<file path="config.mk">
export PLATFORM = sky130hd
export DESIGN_NAME = axi_lite_master
export DESIGN_NICKNAME = d
export VERILOG_FILES = /design/src/rtl/axi_lite_pkg.sv /design/src/rtl/axi_lite_timeout.sv /design/src/rtl/axi_lite_master.sv
export SDC_FILE = /design/constraint.sdc
export NUM_CORES = 1
export LEC_CHECK = 0
export CELL_PAD_IN_SITES_DETAIL_PLACEMENT = 1
export CELL_PAD_IN_SITES_GLOBAL_PLACEMENT = 1
export CORE_MARGIN = 3
export CORE_UTILIZATION = 30
export CTS_CLUSTER_DIAMETER = 50
export CTS_CLUSTER_SIZE = 40
export DETAILED_ROUTE_END_ITERATION = 8
export PLACE_DENSITY_LB_ADDON = 0.1
export SYNTH_ARGS = -nofsm -noshare
export SYNTH_HDL_FRONTEND = slang
export SYNTH_SLANG_ARGS = --single-unit
</file>
<file path="constraint.sdc">
create_clock -name i_axi_clk -period 4.5 [get_ports i_axi_clk]
set_input_delay 0.675 -clock i_axi_clk [delete_from_list [all_inputs] [get_ports i_axi_clk]]
set_output_delay 0.675 -clock i_axi_clk [all_outputs]
set_load 0.01 [all_outputs]
</file>
<file path="src/rtl/axi_lite_pkg.sv">
// Shared AXI4-Lite response codes and master FSM state encoding.
package axi_lite_pkg;

  localparam logic [1:0] RESP_OKAY   = 2'b00;
  localparam logic [1:0] RESP_EXOKAY = 2'b01;
  localparam logic [1:0] RESP_SLVERR = 2'b10;
  localparam logic [1:0] RESP_DECERR = 2'b11;

  localparam logic [2:0] ST_IDLE         = 3'd0;
  localparam logic [2:0] ST_WR_ADDR_DATA = 3'd1;
  localparam logic [2:0] ST_WR_RESP      = 3'd2;
  localparam logic [2:0] ST_RD_ADDR      = 3'd3;
  localparam logic [2:0] ST_RD_DATA      = 3'd4;
  localparam logic [2:0] ST_RESPOND      = 3'd5;

endpackage

</file>
<file path="src/rtl/axi_lite_timeout.sv">
// Per-transaction cycle counter with clear/enable; expired flags the cycle in which the count reaches LIMIT.
// Zero latency on expired; LIMIT = 0 disables it; count saturates at LIMIT and holds while disabled.
module axi_lite_timeout #(
  parameter int LIMIT = 1024
) (
  input  logic clk,
  input  logic rst,
  input  logic clear,
  input  logic enable,
  output logic expired
);

  localparam int CW = (LIMIT < 2) ? 1 : $clog2(LIMIT + 1);
  localparam logic [CW-1:0] LAST = CW'((LIMIT == 0) ? 0 : LIMIT - 1);
  localparam logic [CW-1:0] SAT  = CW'(LIMIT);

  logic [CW-1:0] count;

  // An enabled clear cycle counts as the first elapsed cycle.
  always_ff @(posedge clk or posedge rst) begin
    if (rst) begin
      count <= '0;
    end else if (clear) begin
      count <= enable ? CW'(1) : '0;
    end else if (enable && (count != SAT)) begin
      count <= count + 1'b1;
    end
  end

  assign expired = (LIMIT != 0) && enable && !clear && (count >= LAST);

endmodule

</file>
<file path="src/rtl/axi_lite_master.sv">
// Single-outstanding AXI4-Lite initiator: command/response stream in, AXI-Lite read/write out.
// Response no earlier than 3 cycles after the accept cycle; one command at a time, held off until the response is consumed.
module axi_lite_master #(
  parameter int ADDR_WIDTH     = 32,
  parameter int DATA_WIDTH     = 32,
  parameter int STROBE_WIDTH   = DATA_WIDTH / 8,
  parameter int TIMEOUT_CYCLES = 1024
) (
  input  logic                    i_axi_clk,
  input  logic                    i_axi_rst,
  input  logic                    i_cmd_valid,
  output logic                    o_cmd_ready,
  input  logic                    i_cmd_wr,
  input  logic [ADDR_WIDTH-1:0]   i_cmd_addr,
  input  logic [DATA_WIDTH-1:0]   i_cmd_data,
  input  logic [STROBE_WIDTH-1:0] i_cmd_strb,
  output logic                    o_rsp_valid,
  input  logic                    i_rsp_ready,
  output logic [DATA_WIDTH-1:0]   o_rsp_data,
  output logic [1:0]              o_rsp_resp,
  output logic                    o_rsp_timeout,
  output logic                    o_awvalid,
  output logic [ADDR_WIDTH-1:0]   o_awaddr,
  input  logic                    i_awready,
  output logic                    o_wvalid,
  input  logic                    i_wready,
  output logic [STROBE_WIDTH-1:0] o_wstrb,
  output logic [DATA_WIDTH-1:0]   o_wdata,
  input  logic                    i_bvalid,
  output logic                    o_bready,
  input  logic [1:0]              i_bresp,
  output logic                    o_arvalid,
  input  logic                    i_arready,
  output logic [ADDR_WIDTH-1:0]   o_araddr,
  input  logic                    i_rvalid,
  output logic                    o_rready,
  input  logic [1:0]              i_rresp,
  input  logic [DATA_WIDTH-1:0]   i_rdata
);

  import axi_lite_pkg::*;

  logic [2:0] state;
  logic       accept;
  logic       busy;
  logic       expired;
  logic       aw_done;
  logic       w_done;
  logic       phase_done;
  logic       abort;

  assign accept  = i_cmd_valid && o_cmd_ready;
  assign busy    = (state == ST_WR_ADDR_DATA) || (state == ST_WR_RESP) ||
                   (state == ST_RD_ADDR) || (state == ST_RD_DATA);
  assign aw_done = !o_awvalid || i_awready;
  assign w_done  = !o_wvalid || i_wready;

  // A handshake landing in the expiry cycle takes priority over the abort.
  assign phase_done = ((state == ST_WR_ADDR_DATA) && aw_done && w_done) ||
                      ((state == ST_WR_RESP) && i_bvalid) ||
                      ((state == ST_RD_ADDR) && i_arready) ||
                      ((state == ST_RD_DATA) && i_rvalid);
  assign abort = expired && !phase_done;

  axi_lite_timeout #(
    .LIMIT(TIMEOUT_CYCLES)
  ) u_timeout (
    .clk    (i_axi_clk),
    .rst    (i_axi_rst),
    .clear  (accept),
    .enable (busy || accept),
    .expired(expired)
  );

  always_ff @(posedge i_axi_clk or posedge i_axi_rst) begin
    if (i_axi_rst) begin
      state         <= ST_IDLE;
      o_cmd_ready   <= 1'b0;
      o_rsp_valid   <= 1'b0;
      o_rsp_data    <= '0;
      o_rsp_resp    <= RESP_OKAY;
      o_rsp_timeout <= 1'b0;
      o_awvalid     <= 1'b0;
      o_awaddr      <= '0;
      o_wvalid      <= 1'b0;
      o_wstrb       <= '0;
      o_wdata       <= '0;
      o_bready      <= 1'b0;
      o_arvalid     <= 1'b0;
      o_araddr      <= '0;
      o_rready      <= 1'b0;
    end else if (abort) begin
      o_awvalid     <= 1'b0;
      o_wvalid      <= 1'b0;
      o_arvalid     <= 1'b0;
      o_bready      <= 1'b0;
      o_rready      <= 1'b0;
      o_rsp_valid   <= 1'b1;
      o_rsp_data    <= '0;
      o_rsp_resp    <= RESP_SLVERR;
      o_rsp_timeout <= 1'b1;
      state         <= ST_RESPOND;
    end else begin
      case (state)
        ST_IDLE: begin
          o_cmd_ready <= !accept;
          if (accept) begin
            if (i_cmd_wr) begin
              o_awaddr  <= i_cmd_addr;
              o_wdata   <= i_cmd_data;
              o_wstrb   <= i_cmd_strb;
              o_awvalid <= 1'b1;
              o_wvalid  <= 1'b1;
              state     <= ST_WR_ADDR_DATA;
            end else begin
              o_araddr  <= i_cmd_addr;
              o_arvalid <= 1'b1;
              state     <= ST_RD_ADDR;
            end
          end
        end
        ST_WR_ADDR_DATA: begin
          if (i_awready) o_awvalid <= 1'b0;
          if (i_wready) o_wvalid <= 1'b0;
          if (aw_done && w_done) begin
            o_bready <= 1'b1;
            state    <= ST_WR_RESP;
          end
        end
        ST_WR_RESP: begin
          if (i_bvalid) begin
            o_bready      <= 1'b0;
            o_rsp_valid   <= 1'b1;
            o_rsp_data    <= '0;
            o_rsp_resp    <= i_bresp;
            o_rsp_timeout <= 1'b0;
            state         <= ST_RESPOND;
          end
        end
        ST_RD_ADDR: begin
          if (i_arready) begin
            o_arvalid <= 1'b0;
            o_rready  <= 1'b1;
            state     <= ST_RD_DATA;
          end
        end
        ST_RD_DATA: begin
          if (i_rvalid) begin
            o_rready      <= 1'b0;
            o_rsp_valid   <= 1'b1;
            o_rsp_data    <= i_rdata;
            o_rsp_resp    <= i_rresp;
            o_rsp_timeout <= 1'b0;
            state         <= ST_RESPOND;
          end
        end
        ST_RESPOND: begin
          if (i_rsp_ready) begin
            o_rsp_valid <= 1'b0;
            o_cmd_ready <= 1'b1;
            state       <= ST_IDLE;
          end
        end
        default: state <= ST_IDLE;
      endcase
    end
  end

endmodule

</file>
==> results by group, run 1 <==
Finish
  • Design area: 0.00988 mm^2
  • Layout Utilization: between 40% and 50%
  • Nets: roughly 900
  • Area grow syn2layout: 52.1%
  • Fill cells: ~2200
  • Share of layout cells above drive strength 1: a little under a fifth

Synthesis
  • YS warnings: 0
  • Number of distinct library cells after synthesis: between 40 and 50
  • Post-synthesis xor/xnor area fraction: 0.270%
  • Mux contribution to synthesized area: a little under a fifth
  • Post-synth top cells: dfrtp_1, mux2_2, a21oi_1
  • Sequential fraction of the synthesis area: about three fifths
  • Synth Area per Inst: between 10 and 15 um^2
  • Post-Synth Simple-Gate Area: around a tenth
  • Largest family of logic cells by synthesized area: multiplexers
  • Post-Syn Area: between 0.006 and 0.007 mm^2
  • Synth area leaders: dfrtp_1, mux2_2, mux2_4
  • Post-synth EDFFs: 0
  • Post-Synth Adder-Cell Area: less than 1%
  • Most used flip-flop cell after synthesis: dfrtp_1
  • Syn_nets: 626
  • Syn Inst Count: just over 500
  • Area leader, netlist: dfrtp_1
  • Compound-Gate Fraction of Synth Area: 7.14%
  • Number of synthesized register bits: about 160
  • Top-area cell type share of the netlist area: around three fifths
  • Top-count cell post-synth: dfrtp_1
  • Async set-reset flop share out of synthesis: 100%

Pwr
  • Max rail drop VDD: a little under 300 uV
  • Design Power: ~6800 uW
  • Leakage power: between 0.004 and 0.005 uW
  • Pwr dens: between 600 and 700 mW/mm^2

Timing
  • # setup viols final: 0
  • RSZ-0062 raised after global routing: no
  • Slew @ Worst Pin: approximately 0.97 ns
  • Setup TNS: 0 ns
  • Final Critical Period: between 2 and 3 ns
  • Final worst setup slack: between 1.5 and 2 ns
  • Period utilisation layout: roughly three fifths
  • Slew HR: between 30% and 40%
  • Peak Freq: 0.381 GHz
  • Final slew viol count: 0
  • Final hold vios: 0
  • Worst Skew: 0.00938 ns

Drt
  • DRT Pass-1 Iters: 4
  • Post-route ant nets: 0
  • DRT iter0 DRCs: about 180
  • WL/cell: roughly 19 um
  • Vias per cell: around 4.8
  • Routed vias: 4989
  • Residual DRC: 0
  • DRT Wirelength: roughly 20 mm

Clocking
  • # resized after CTS: 0
  • Clk buf depth: 2
  • H-tree levels: 4
  • Setup bufs post-CTS: 0
  • Total CTS buffers: 17
  • Clock sinks: 156
  • Clock Latency Late Sink: approximately 0.42 ns
  • Hold_buf cts: 0
  • Clk pin slew, worst setup/hold paths: 0.06 ns
  • CTS tree: yes
  • Root buf cell: clkbuf_16

Die
  • Core Box Area: approximately 0.021 mm^2
  • Row count: 53
  • Chip height: about 150 um
  • I/O pin cnt: approximately 260
  • Die Footprint: between 0.02 and 0.025 mm^2
  • Die Wd: between 150 and 200 um
  • Starting Density: between 30% and 40%

GRT
  • All-Layer GR Usage: 17.3%
  • Largest net degree at the start of global routing: approximately 160
  • First-pass GRT wire length: about 32 mm
  • Vias in the first global route: about 5800
  • Antenna violations before repair: 1
  • Grt total ovfl: 0

Place
  • I/O Buffers: around 260
  • Post-DP Area: approximately 0.0093 mm^2
  • GP Congestion: roughly 0.77
  • Post-DP HPWL: around 14 mm
  • Pre-CTS setup slack: around 1.5 ns

Setup path
  • R2r setup slk: roughly 1.9 ns
  • Critical path peak fanout: 19
  • Crit path kind: reg2reg
  • Worst reg2reg path depth: 5
  • Critical Path End: o_bready
  • Crit path arrival time: roughly 2.9 ns
  • Crit path required time: ~4.8 ns
  • Endpoint class of the critical path: flop
  • FF-to-FF Start: state[0]
  • Worst R2R End: o_bready
  • Crit start category: flop
  • Crit. Startpoint: state[0]

Status
  • Status: finished clean

Hold path
  • Hold crit path type: reg2reg

Job
  • Max-capacitance violation count: 0
-- cell families after synthesis --
family / Yosys count
muxes: 103
buffers and inverters: 41
xor gates and xnor gates: 2
DFF: 156
AOI/OAI and AO/OA: 77
and+or+nand+nor: 129
adders and majority gates: 2
-- cell type report --
cell class              count  area (um^2)  share of cell area [%]
multi-input cells         313         2400                    24.3
inverters                   9         37.5                   0.380
well taps                 275          344                    3.48
clock buffers              18          429                    4.34
clock inverters            13          141                    1.43
diodes                      1         2.50                  0.0253
flip-flops and latches    156         3900                    39.5
repair buffers            263         2630                    26.6
-- layout by cell type (no fill, tap or decap), types with 10 or more instances in the layout --
master	count
dfrtp_1	156
o21ai_0	11
clkbuf_16	17
mux2_4	19
a21oi_1	46
or3_1	10
nor2_1	14
mux2_2	81
clkdlybuf4s50_1	255
nand2_1	43
nand3_1	34
-- per-stage QoR --
step,hold WS [ns],instances
floorplan,0.518,510
global placement,0.463,1016
detailed placement,0.471,1016
CTS,0.485,1047
global route,0.515,1048
finish,0.485,1048
-- report_power, final --
group          total, uW  switching, uW  internal (uW)
sequential          2460            421           2040
combinational       2960           1200           1760
clock               1410            594            818
total               6840           2220           4620
-- how the worst min path moves through the flow --
stage / start / endpoint / slack (ns) / cells past startpoint
floorplan: o_rsp_timeout / o_rsp_timeout / 0.52 / 1
finish: o_rsp_timeout / o_rsp_timeout / 0.49 / 1
global route: o_rsp_timeout / o_rsp_timeout / 0.51 / 1
global placement: o_rsp_timeout / o_rsp_timeout / 0.46 / 1
detailed placement: o_rsp_timeout / o_rsp_timeout / 0.47 / 1
CTS: o_rsp_timeout / o_rsp_timeout / 0.48 / 1
-- critical path, stage by stage (launching register included) --
cell	delay, ns
dfrtp_1	0.76
nor2b_1	0.29
a32oi_1	0.13
a2111oi_4	0.87
buf_4	0.36
nor3_1	0.09
-- state kept, by name, summed over array words and instances, names as in the netlist --
signal           flops
o_wdata             32
state                3
o_rsp_valid          1
u_timeout.count     11
o_awvalid            1
o_awaddr            32
o_wstrb              4
o_cmd_ready          1
o_arvalid            1
o_wvalid             1
o_rsp_data          32
o_araddr            32
o_bready             1
o_rsp_resp           2
o_rsp_timeout        1
o_rready             1
-- per-layer routing --
metal	global-route usage, %	part of all wire (%)	vias to the layer above
met5	0	0	-
met4	4.71	1.5	0
met2	30.2	52	147
met3	8.07	8.7	18
met1	19.0	38	2524
li1	-	-	2300
Power figures use the tool's default switching activity.
==> run 2: changes to the inputs <==
--- a/config.mk
+++ b/config.mk
@@ -8,7 +8,7 @@
 export CELL_PAD_IN_SITES_DETAIL_PLACEMENT = 1
 export CELL_PAD_IN_SITES_GLOBAL_PLACEMENT = 1
 export CORE_MARGIN = 3
-export CORE_UTILIZATION = 30
+export CORE_UTILIZATION = 34
 export CTS_CLUSTER_DIAMETER = 50
 export CTS_CLUSTER_SIZE = 40
 export DETAILED_ROUTE_END_ITERATION = 8
==> constraint.sdc (replaced) <==
create_clock -name i_axi_clk -period 2.7 [get_ports i_axi_clk]
set_input_delay 0.405 -clock i_axi_clk [delete_from_list [all_inputs] [get_ports i_axi_clk]]
set_output_delay 0.405 -clock i_axi_clk [all_outputs]
set_load 0.01 [all_outputs]
==> results by group, run 2 (synthesis gave the netlist of run 1 again) <==
Die
  • Die Wd: 144 um
  • Starting Density: between 30% and 40%
  • Chip height: 144 um
  • I/O pin cnt: 256
  • Die Footprint: around 0.021 mm^2
  • Core Box Area: about 0.018 mm^2
  • Row count: just under 50

Pwr
  • Pwr dens: 1150 mW/mm^2
  • Leakage power: between 0.004 and 0.005 uW
  • Max rail drop VDD: between 500 and 600 uV
  • Sw power: 3810 uW
  • Logic pwr share: 44.0%
  • Internal: between 7000 and 8000 uW
  • Clock power frac: 20.6%
  • Sw Share: roughly a third
  • Part of the power in registers: around 35%

Finish
  • Area grow syn2layout: 54.2%
  • Share of layout cells above drive strength 1: between 20% and 30%
  • Antenna diode count: 0
  • Commonest non-fill, non-tap cell in the layout: clkdlybuf4s50_1
  • Design area: ~0.01 mm^2
  • Final cell count without fillers: about 1000
  • Leading cell types in the layout, fill and taps excluded: clkdlybuf4s50_1, dfrtp_1, mux2_2
  • Nets: 893

GRT
  • Largest net degree at the start of global routing: 56
  • Antenna violations before repair: 0
  • All-Layer GR Usage: 19.8%
  • Grt total ovfl: 0
  • Vias in the first global route: 5782
  • First-pass GRT wire length: roughly 32 mm

Hold path
  • Hold crit path type: in2async

Timing
  • Final slew viol count: 0
  • Setup TNS: 0 ns
  • RSZ-0062 raised after global routing: no
  • Slew HR: a little under three fifths
  • Final worst setup slack: 0.297 ns
  • Hold slack: approximately 0.43 ns
  • Peak Freq: between 0.4 and 0.5 GHz
  • Period utilisation layout: roughly nine tenths
  • Worst Skew: 0.0111 ns
  • Slew @ Worst Pin: between 0.6 and 0.7 ns
  • # setup viols final: 0
  • Final hold vios: 0
  • Final Critical Period: about 2.4 ns

Place
  • I/O Buffers: 255
  • GP Congestion: slightly above 0.8
  • Pre-CTS setup slack: 0.0538 ns
  • Post-DP Area: approximately 0.0094 mm^2
  • Placed Cells incl. Taps: 983
  • Post-DP HPWL: around 15 mm

Clocking
  • Setup bufs post-CTS: 0
  • Total CTS buffers: 17
  • Root buf cell: clkbuf_16
  • Clock sinks: ~160
  • Clk buf depth: 2
  • CTS tree: yes
  • H-tree levels: 4
  • Clock Latency Late Sink: around 0.43 ns
  • Clk pin slew, worst setup/hold paths: roughly 0.060 ns
  • # resized after CTS: 0
  • Hold_buf cts: 0

Setup path
  • Crit path kind: reg2reg
  • Crit-path cells: buf_4, or3_1, or3_1, buf_12, mux2_4
  • Critical path peak fanout: 20
  • CP Buf/Inv Count: 2
  • CP peak stage delay: ~0.52 ns
  • CP top delay family: simple AND/OR/NAND/NOR gates
  • Most used cell, CP: or3_1
  • Crit path required time: between 3 and 4 ns
  • CP max stage cell: or3_1
  • Endpoint class of the critical path: flop
  • Crit start category: flop
  • Crit path arrival time: around 2.7 ns

Drt
  • Routed vias: 5099
  • DRT Wirelength: roughly 20 mm
  • WL/cell: around 20 um
  • Vias per cell: approximately 5
  • Residual DRC: 0
  • DRT iter0 DRCs: just under 200
  • Post-route ant nets: 0
  • DRT Pass-1 Iters: 4

Job
  • Max-capacitance violation count: 0

Status
  • Status: finished clean
[run 2: cell types whose count changed in the layout (fill, tap and decap cells not counted), sizes merged]
cell,previous run,this run
buf,8,25
inv,12,17
clkinvlp,4,2
bufinv,2,1
clkinv,4,3
diode,1,0
[run 2: worst register-to-register path, stage by stage (launching register included)]
cell	delay [ns]
dfrtp_1	0.51
buf_4	0.23
or3_1	0.46
or3_1	0.53
buf_12	0.25
mux2_4	0.31
[run 2: worst paths after layout]
kind	start	end	slack, ns	depth (start not counted)
setup / recovery	state[0]	o_araddr[3]	0.30	5
hold / removal	i_axi_rst	o_awaddr[20]	0.43	2
setup reg to reg	state[0]	o_araddr[3]	0.30	5
hold reg to reg	o_rsp_timeout	o_rsp_timeout	0.49	1
max in group asynchronous	i_axi_rst	o_araddr[3]	1.61	3
min in group i_axi_clk	o_rsp_timeout	o_rsp_timeout	0.49	1
[run 2: layout make-up]
class | instances | area [um^2]
fillers | 1892 | 8370
well taps | 229 | 287
inverters | 9 | 37.5
multi-input cells | 313 | 2400
repair buffers | 280 | 2820
clock inverters | 14 | 149
flip-flops and latches | 156 | 3900
clock buffers | 18 | 429
[run 2: metal layers]
layer  wire, um  part of all wire [%]  GRT usage [%]
met5          0                     0              0
met4        396                   1.9           6.48
met3       1710                   8.4           8.30
met2      10600                    52           34.6
met1       7620                    38           21.8
[run 2: power by group through the flow]
stage	logic, uW	registers (uW)	clock network, uW
detailed placement	5120	4100	0
CTS	5160	4090	2440
finish	5070	4080	2370
floorplan	1820	4450	0
global placement	5020	4040	0
global route	5450	4230	2540
[run 2: per-stage QoR]
stage | util, % | power [uW]
global placement | 51.2 | 9060
finish | 54.5 | 11500
floorplan | - | 6280
CTS | 54.3 | 11700
global route | 54.5 | 12200
detailed placement | 51.2 | 9220
==> run 3: changes to the inputs <==
==> constraint.sdc (replaced) <==
create_clock -name i_axi_clk -period 2.7 [get_ports i_axi_clk]
set_input_delay 0.405 -clock i_axi_clk [delete_from_list [all_inputs] [get_ports i_axi_clk]]
set_output_delay 0.405 -clock i_axi_clk [all_outputs]
set_load 0.005 [all_outputs]
==> results of run 3 <==
The final DEF is identical to that of run 2. Status: finished clean.
Main changes from that run: total power 11500 uW -> 11100 uW; worst IR drop on VDD 568 uV -> 543 uV
